File: src/rtl/wb_arbiter.sv
// Writeback arbiter: merges EXU and LSU results onto the single regfile write port.
// LSU wins by default; a saturating starvation counter forces an EXU grant after STARVE_MAX LSU wins.
`ifndef XLEN
`define XLEN 32
`endif
`ifndef REG_IDX_WIDTH
`define REG_IDX_WIDTH 5
`endif
`ifndef REG_X0
`define REG_X0 {`REG_IDX_WIDTH{1'b0}}
`endif

module wb_arbiter #(
   parameter int STARVE_MAX = 4
) (
   input  logic                      clk,
   input  logic                      rst_n,
   input  logic                      exu_valid_i,
   output logic                      exu_ready_o,
   input  logic [`REG_IDX_WIDTH-1:0] exu_rd_idx_i,
   input  logic [`XLEN-1:0]          exu_wdata_i,
   input  logic                      lsu_valid_i,
   output logic                      lsu_ready_o,
   input  logic [`REG_IDX_WIDTH-1:0] lsu_rd_idx_i,
   input  logic [`XLEN-1:0]          lsu_wdata_i,
   output logic                      rd_en_o,
   output logic [`REG_IDX_WIDTH-1:0] rd_idx_o,
   output logic [`XLEN-1:0]          rd_wdata_o,
   output logic                      wb_src_o
);
   localparam int               CNT_W     = $clog2(STARVE_MAX + 1);
   localparam logic [CNT_W-1:0] L_CNT_MAX = CNT_W'(STARVE_MAX);

   logic [CNT_W-1:0]          r_starve_cnt;
   logic                      r_rd_en;
   logic [`REG_IDX_WIDTH-1:0] r_rd_idx;
   logic [`XLEN-1:0]          r_rd_wdata;
   logic                      r_wb_src;

   logic                      w_starved;
   logic                      w_exu_gnt;
   logic                      w_lsu_gnt;
   logic                      w_any_gnt;
   logic [CNT_W-1:0]          w_cnt_nxt;
   logic [`REG_IDX_WIDTH-1:0] w_gnt_idx;
   logic [`XLEN-1:0]          w_gnt_wdata;

   // Grants are gated by rst_n so nothing is handshaken while reset is held.
   always_comb begin
      w_starved   = (r_starve_cnt == L_CNT_MAX);
      w_exu_gnt   = rst_n && exu_valid_i && (!lsu_valid_i || w_starved);
      w_lsu_gnt   = rst_n && lsu_valid_i && !(exu_valid_i && w_starved);
      w_any_gnt   = w_exu_gnt || w_lsu_gnt;
      w_gnt_idx   = w_lsu_gnt ? lsu_rd_idx_i : exu_rd_idx_i;
      w_gnt_wdata = w_lsu_gnt ? lsu_wdata_i  : exu_wdata_i;
      w_cnt_nxt   = '0;
      if (w_lsu_gnt && exu_valid_i) begin
         w_cnt_nxt = w_starved ? r_starve_cnt : r_starve_cnt + CNT_W'(1);
      end
   end

   always_ff @(posedge clk or negedge rst_n) begin
      if (!rst_n) begin
         r_starve_cnt <= '0;
         r_rd_en      <= 1'b0;
         r_rd_idx     <= '0;
         r_rd_wdata   <= '0;
         r_wb_src     <= 1'b0;
      end else begin
         r_starve_cnt <= w_cnt_nxt;
         r_rd_en      <= w_any_gnt && (w_gnt_idx != `REG_X0);
         // Payload holds on idle cycles to avoid toggling the regfile write bus.
         if (w_any_gnt) begin
            r_rd_idx   <= w_gnt_idx;
            r_rd_wdata <= w_gnt_wdata;
            r_wb_src   <= w_lsu_gnt;
         end
      end
   end

   assign exu_ready_o = w_exu_gnt;
   assign lsu_ready_o = w_lsu_gnt;
   assign rd_en_o     = r_rd_en;
   assign rd_idx_o    = r_rd_idx;
   assign rd_wdata_o  = r_rd_wdata;
   assign wb_src_o    = r_wb_src;

endmodule
File: config.mk
export PLATFORM = sky130hd
export DESIGN_NAME = wb_arbiter
export DESIGN_NICKNAME = d
export VERILOG_FILES = /design/src/rtl/wb_arbiter.sv
export SDC_FILE = /design/constraint.sdc
export NUM_CORES = 1
export LEC_CHECK = 0
export CAP_MARGIN = 25
export CORE_MARGIN = 8
export CORE_UTILIZATION = 38
export CTS_CLUSTER_SIZE = 20
export DETAILED_ROUTE_END_ITERATION = 8
export GPL_TIMING_DRIVEN = 0
export MAX_ROUTING_LAYER = met4
export PLACE_DENSITY = 0.81
export SLEW_MARGIN = 15
export SYNTH_ARGS = -nofsm -noshare
export SYNTH_HDL_FRONTEND = slang
export SYNTH_SLANG_ARGS = --single-unit
File: constraint.sdc
create_clock -name clk -period 2.1 [get_ports clk]
set_input_delay 0.63 -clock clk [delete_from_list [all_inputs] [get_ports clk]]
set_output_delay 0.63 -clock clk [all_outputs]
set_load 0.02 [all_outputs]
== Word level (Yosys, flattened, before mapping) ==
Index checks and enable logic that the tools add are counted.
Storage, ports and cells
  logic and storage cells: 24
  register bits: 42
  output and inout bits: 41
  input port bits: 78
Operators by class
  $add $sub $neg: 1
  multiplexer cells: 4
  reductions and logical operators: 12
  equal/unequal tests: 2
Operators with widths (count)
  $mux 32: 1
  $logic_and 1x1->1: 7
  $mux 3: 2
  $mux 5: 1
  $reduce_bool 5->1: 1
  $add 3x1->3 const B: 1
  $eq 3x3->1 const B: 1
  $logic_not 1->1: 2
  $logic_or 1x1->1: 2
  $ne 2x2->1 const B: 1

== Logic depth before layout (Yosys ltp) ==
  word-level depth: 7
  mapped depth: 7
  depth with buffers taken out: 6

== Least setup slack after synthesis ==
OpenSTA, ideal clock, no wires.
  path type: in2out
  from: input lsu_valid_i
  to: output exu_ready_o
  cell stages on the path: 3
  slack: 0.122 ns
  required time: 1.470 ns
  path buffers: 1
  data arrival time: 1.348 ns
  cells stage by stage: a21boi_2 clkbuf_1 nor2_1
On the way
  cells in the longest elaborated chain, start to end: 3
Ends and longest elaborated chain
  start: declaration: line 22  | input logic lsu_valid_i,
  $logic_not 1->1: line 51  | w_exu_gnt = rst_n && exu_valid_i && (!lsu_valid_i || w_starved);
  $logic_or 1x1->1: line 51
  $logic_and 1x1->1: line 51
  end: declaration: line 19  | output logic exu_ready_o,
Every way passes these cells.

== Final worst setup path ==
  from: register r_starve_cnt[1]
  to: output lsu_ready_o
On the way
  cells in the longest elaborated chain, start to end: 4
Ends and longest elaborated chain
  start: declaration: line 34  | logic [CNT_W-1:0] r_starve_cnt;
  start signal: assignment: line 70  | r_starve_cnt <= w_cnt_nxt;
  $eq 3x3->1: line 50  | w_starved = (r_starve_cnt == L_CNT_MAX);
  $logic_and 1x1->1: line 52  | w_lsu_gnt = rst_n && lsu_valid_i && !(exu_valid_i && w_starved);
  $logic_not 1->1: line 52
  $logic_and 1x1->1: line 52
  end: declaration: line 23  | output logic lsu_ready_o,
Every way passes these cells.

==> flow_summary.toml <==
[outcome]
status = "finished clean"

[detailed_routing]
via_per_inst = 5.36
ant_nets = 0
first_pass_iters = 4
wl_um = 7330
drcViolationCount = 0
drtIter0Drc = 94
dr_total_vias = 2135
routedWlPerCell_um = 18.4

[placement]
globalplace.congestion = 0.773
dp_hpwl_um = 5250
port_buffers = 118
place_area_um2 = 3300

[setup_path]
critPathMaxStageDelay_ns = 0.35
r2r_slack_ns = 0.30
cp-start-kind = "flop"
worstPathCellList = "inv_1 -> ha_4 -> and3_4 -> or2_4 -> clkinv_4 -> buf_6"
crit_arrival_ns = 1.45
critPathCaptureType = "output port"
required_ns = 1.47
critPathMaxFanout = 3
worstSetupPathType = "flop to output port"
critPathSlowestCell = "dfrtp_1"

[global_routing]
grt_max_degree = 13
grt_first_pass_wirelength_um = 11800
grt.overflow.total = 0
first_global_vias = 2280
grt_use_total_pct = 20.0
antenna_found_initial = 0

[floorplanning]
die_w_um = 88.7
fp-row-count = 26
start_util_pct = 39.3
fp.dieArea_um2 = 7860
core_um2 = 5110
ios = 119
die_h_um = 88.7

[clock_tree]
clk_pin_slew_worst_paths_ns = 0.08
cts-buffers-inserted = 5
cts_tree = "yes"
cts.path.max_buffers = 2
insertion_delay_ns = 0.29
ctsHtreeMaxLevel = 2
root_buffer = "clkbuf_8"
ctsHoldBuffers = 0
cts_sinks = 42

[yosys]
synthFlopType = "dfrtp_1"
synth_commonest_cells = "dfrtp_1 (42), nor2_1 (34), nor3_1 (32), o32ai_1 (32), clkbuf_1 (9)"
synth_top_area_share_pct = 52.4
seq_area_frac_synth_pct = 52.4
synth_area_per_cell_um2 = 10.3
synth_area_leader_cell = "dfrtp_1"
synth_warnings = 0
synth.most_common_cell = "dfrtp_1"
synth-edff-count = 0
ys_ff_latch = 42
syn_area_um2 = 2010
syn_inst = 195
syn_nets = 275
async_flop_share_pct = 100
yosysUniqueCellTypes = 26
synth.area.top_cells = "dfrtp_1 (52%), o32ai_1 (14%), nor3_1 (8.0%), nor2_1 (6.4%), a311o_1 (2.5%)"

[pwr]
power_density_nw_per_um2 = 640
ir_worst_vdd_mv = 0.353
p_comb_share_pct = 33.4
p_clk_share_pct = 24.0
switchingPower_w = 0.000670
swShare_pct = 29.7
design_power_total_w = 0.00225
p_leak_nw = 1.35
intPower_w = 0.00158
pwr-share-seq_pct = 42.6

[timing]
worst_pin_slew_ns = 0.508
rsz0062_at_grt = "true"
finalCritPeriodShare_pct = 99.2
finalMaxSlewViolations = 0
finalHoldViolCount = 0
fmax_mhz = 480
setup_viol = 0
relSlewSlack_pct = 66.1
min_period_ns = 2.08
fin_worst_skew_ns = 0.00559
finalSetupTns_ns = 0

[layout]
antennaDiodeCount = 0
syn2layout_area_growth_pct = 75.7
final_cell_area_um2 = 3520
drive_gt1_share_pct = 12.2
nets = 407

[run]
cap_violations = 0

[worst_hold_path]
hold_class = "input pin to async pin"
==> power by group through the flow <==
stage	sequential, W	combinational [W]	clock [W]
2_1_floorplan	0.00110	0.000175	0
3_3_place_gp	0.000969	0.000719	0
3_5_place_dp	0.000974	0.000730	0
4_1_cts	0.000959	0.000770	0.000557
5_1_grt	0.000973	0.000804	0.000583
6_report	0.000960	0.000753	0.000542
==> critical path, delay by kind of cell (launching register included) <==
| kind | cells | cell delay [ns] |
|---|---|---|
| buffers and inverters | 3 | 0.22 |
| AND/OR/NAND/NOR | 2 | 0.43 |
| flip-flops | 1 | 0.35 |
| adder cells (fa/ha/maj) | 1 | 0.16 |
==> per-stage QoR <==
step                      setup slack [ns]  cells  hold WS, ns  utilization, %
after global placement               -2.99    383        0.460            64.1
after CTS                          -0.0558    401        0.127            69.8
after floorplan                      0.122    195        0.334               -
final                               0.0162    398        0.154            69.0
after detailed placement             -1.15    384        0.478            64.6
after global routing               -0.0166    398        0.146            69.0
==> worst paths after layout <==
kind                                  from              to  cells after the start
max                        r_starve_cnt[1]     lsu_ready_o                      6
min                                  rst_n  rd_wdata_o[15]                      1
max reg2reg                r_starve_cnt[1]   rd_wdata_o[1]                      8
min reg2reg                       wb_src_o        wb_src_o                      2
max in group asynchronous            rst_n  rd_wdata_o[21]                      2
min in group clk                  wb_src_o        wb_src_o                      2
==> routing by layer <==
layer | share of wire [%] | vias up | track usage, %
met2 | 50 | 74 | 31.4
met5 | 0 | - | -
met3 | 5.6 | 6 | 3.81
met4 | 0.72 | 0 | 5.07
li1 | - | 1004 | -
met1 | 44 | 1051 | 25.8
==> placed cells by master, fill, tap and decap left out, types with 2 or more instances in the layout <==
master           netlist  layout
clkdlybuf4s50_1        0     113
dfrtp_1               42      42
nor2_1                34      34
nor3_1                32      32
o32ai_1               32      32
clkbuf_1               9       8
buf_2                  7       8
buf_4                  0       8
nor3b_1                6       6
clkbuf_8               0       6
nor2b_1                5       5
a311o_1                5       5
or4_1                  2       2
buf_8                  2       2
bufbuf_16              0       2
==> state kept, by name, summed over array words and instances (netlist names) <==
signal / flops
r_starve_cnt: 3
rd_en_o: 1
rd_idx_o: 5
rd_wdata_o: 32
wb_src_o: 1
==> cell type report <==
type	count	area (um2)
timing repair buffer	127	1310
clock inverter	1	5.00
tap	70	87.6
clock buffer	7	86.3
inverter	3	16.3
fill	416	1580
multi-input combinational	131	870
sequential	42	1050
buffer	17	98.8
==> kinds of logic (layout without fill, tap and decap cells) <==
| kind of cell | count (synthesis) | after routing | share of synthesized area (%) |
|---|---|---|---|
| AO/OA/AOI/OAI | 41 | 41 | 18.2 |
| AND/OR/NAND/NOR | 87 | 87 | 21.6 |
| multiplexers | 1 | 1 | 0.499 |
| flip-flops | 42 | 42 | 52.4 |
| adder cells (fa/ha/maj) | 2 | 2 | 1.25 |
| buffers and inverters | 22 | 155 | 6.11 |
==> timing repair <==
action                                  CTS  global route
pin swaps                                 1             2
setup buffers                             7             0
resized for setup                        31             7
cloned                                    2             0
endpoints found under the setup margin   12             2
No activity file was read; power rests on OpenSTA's default activity.
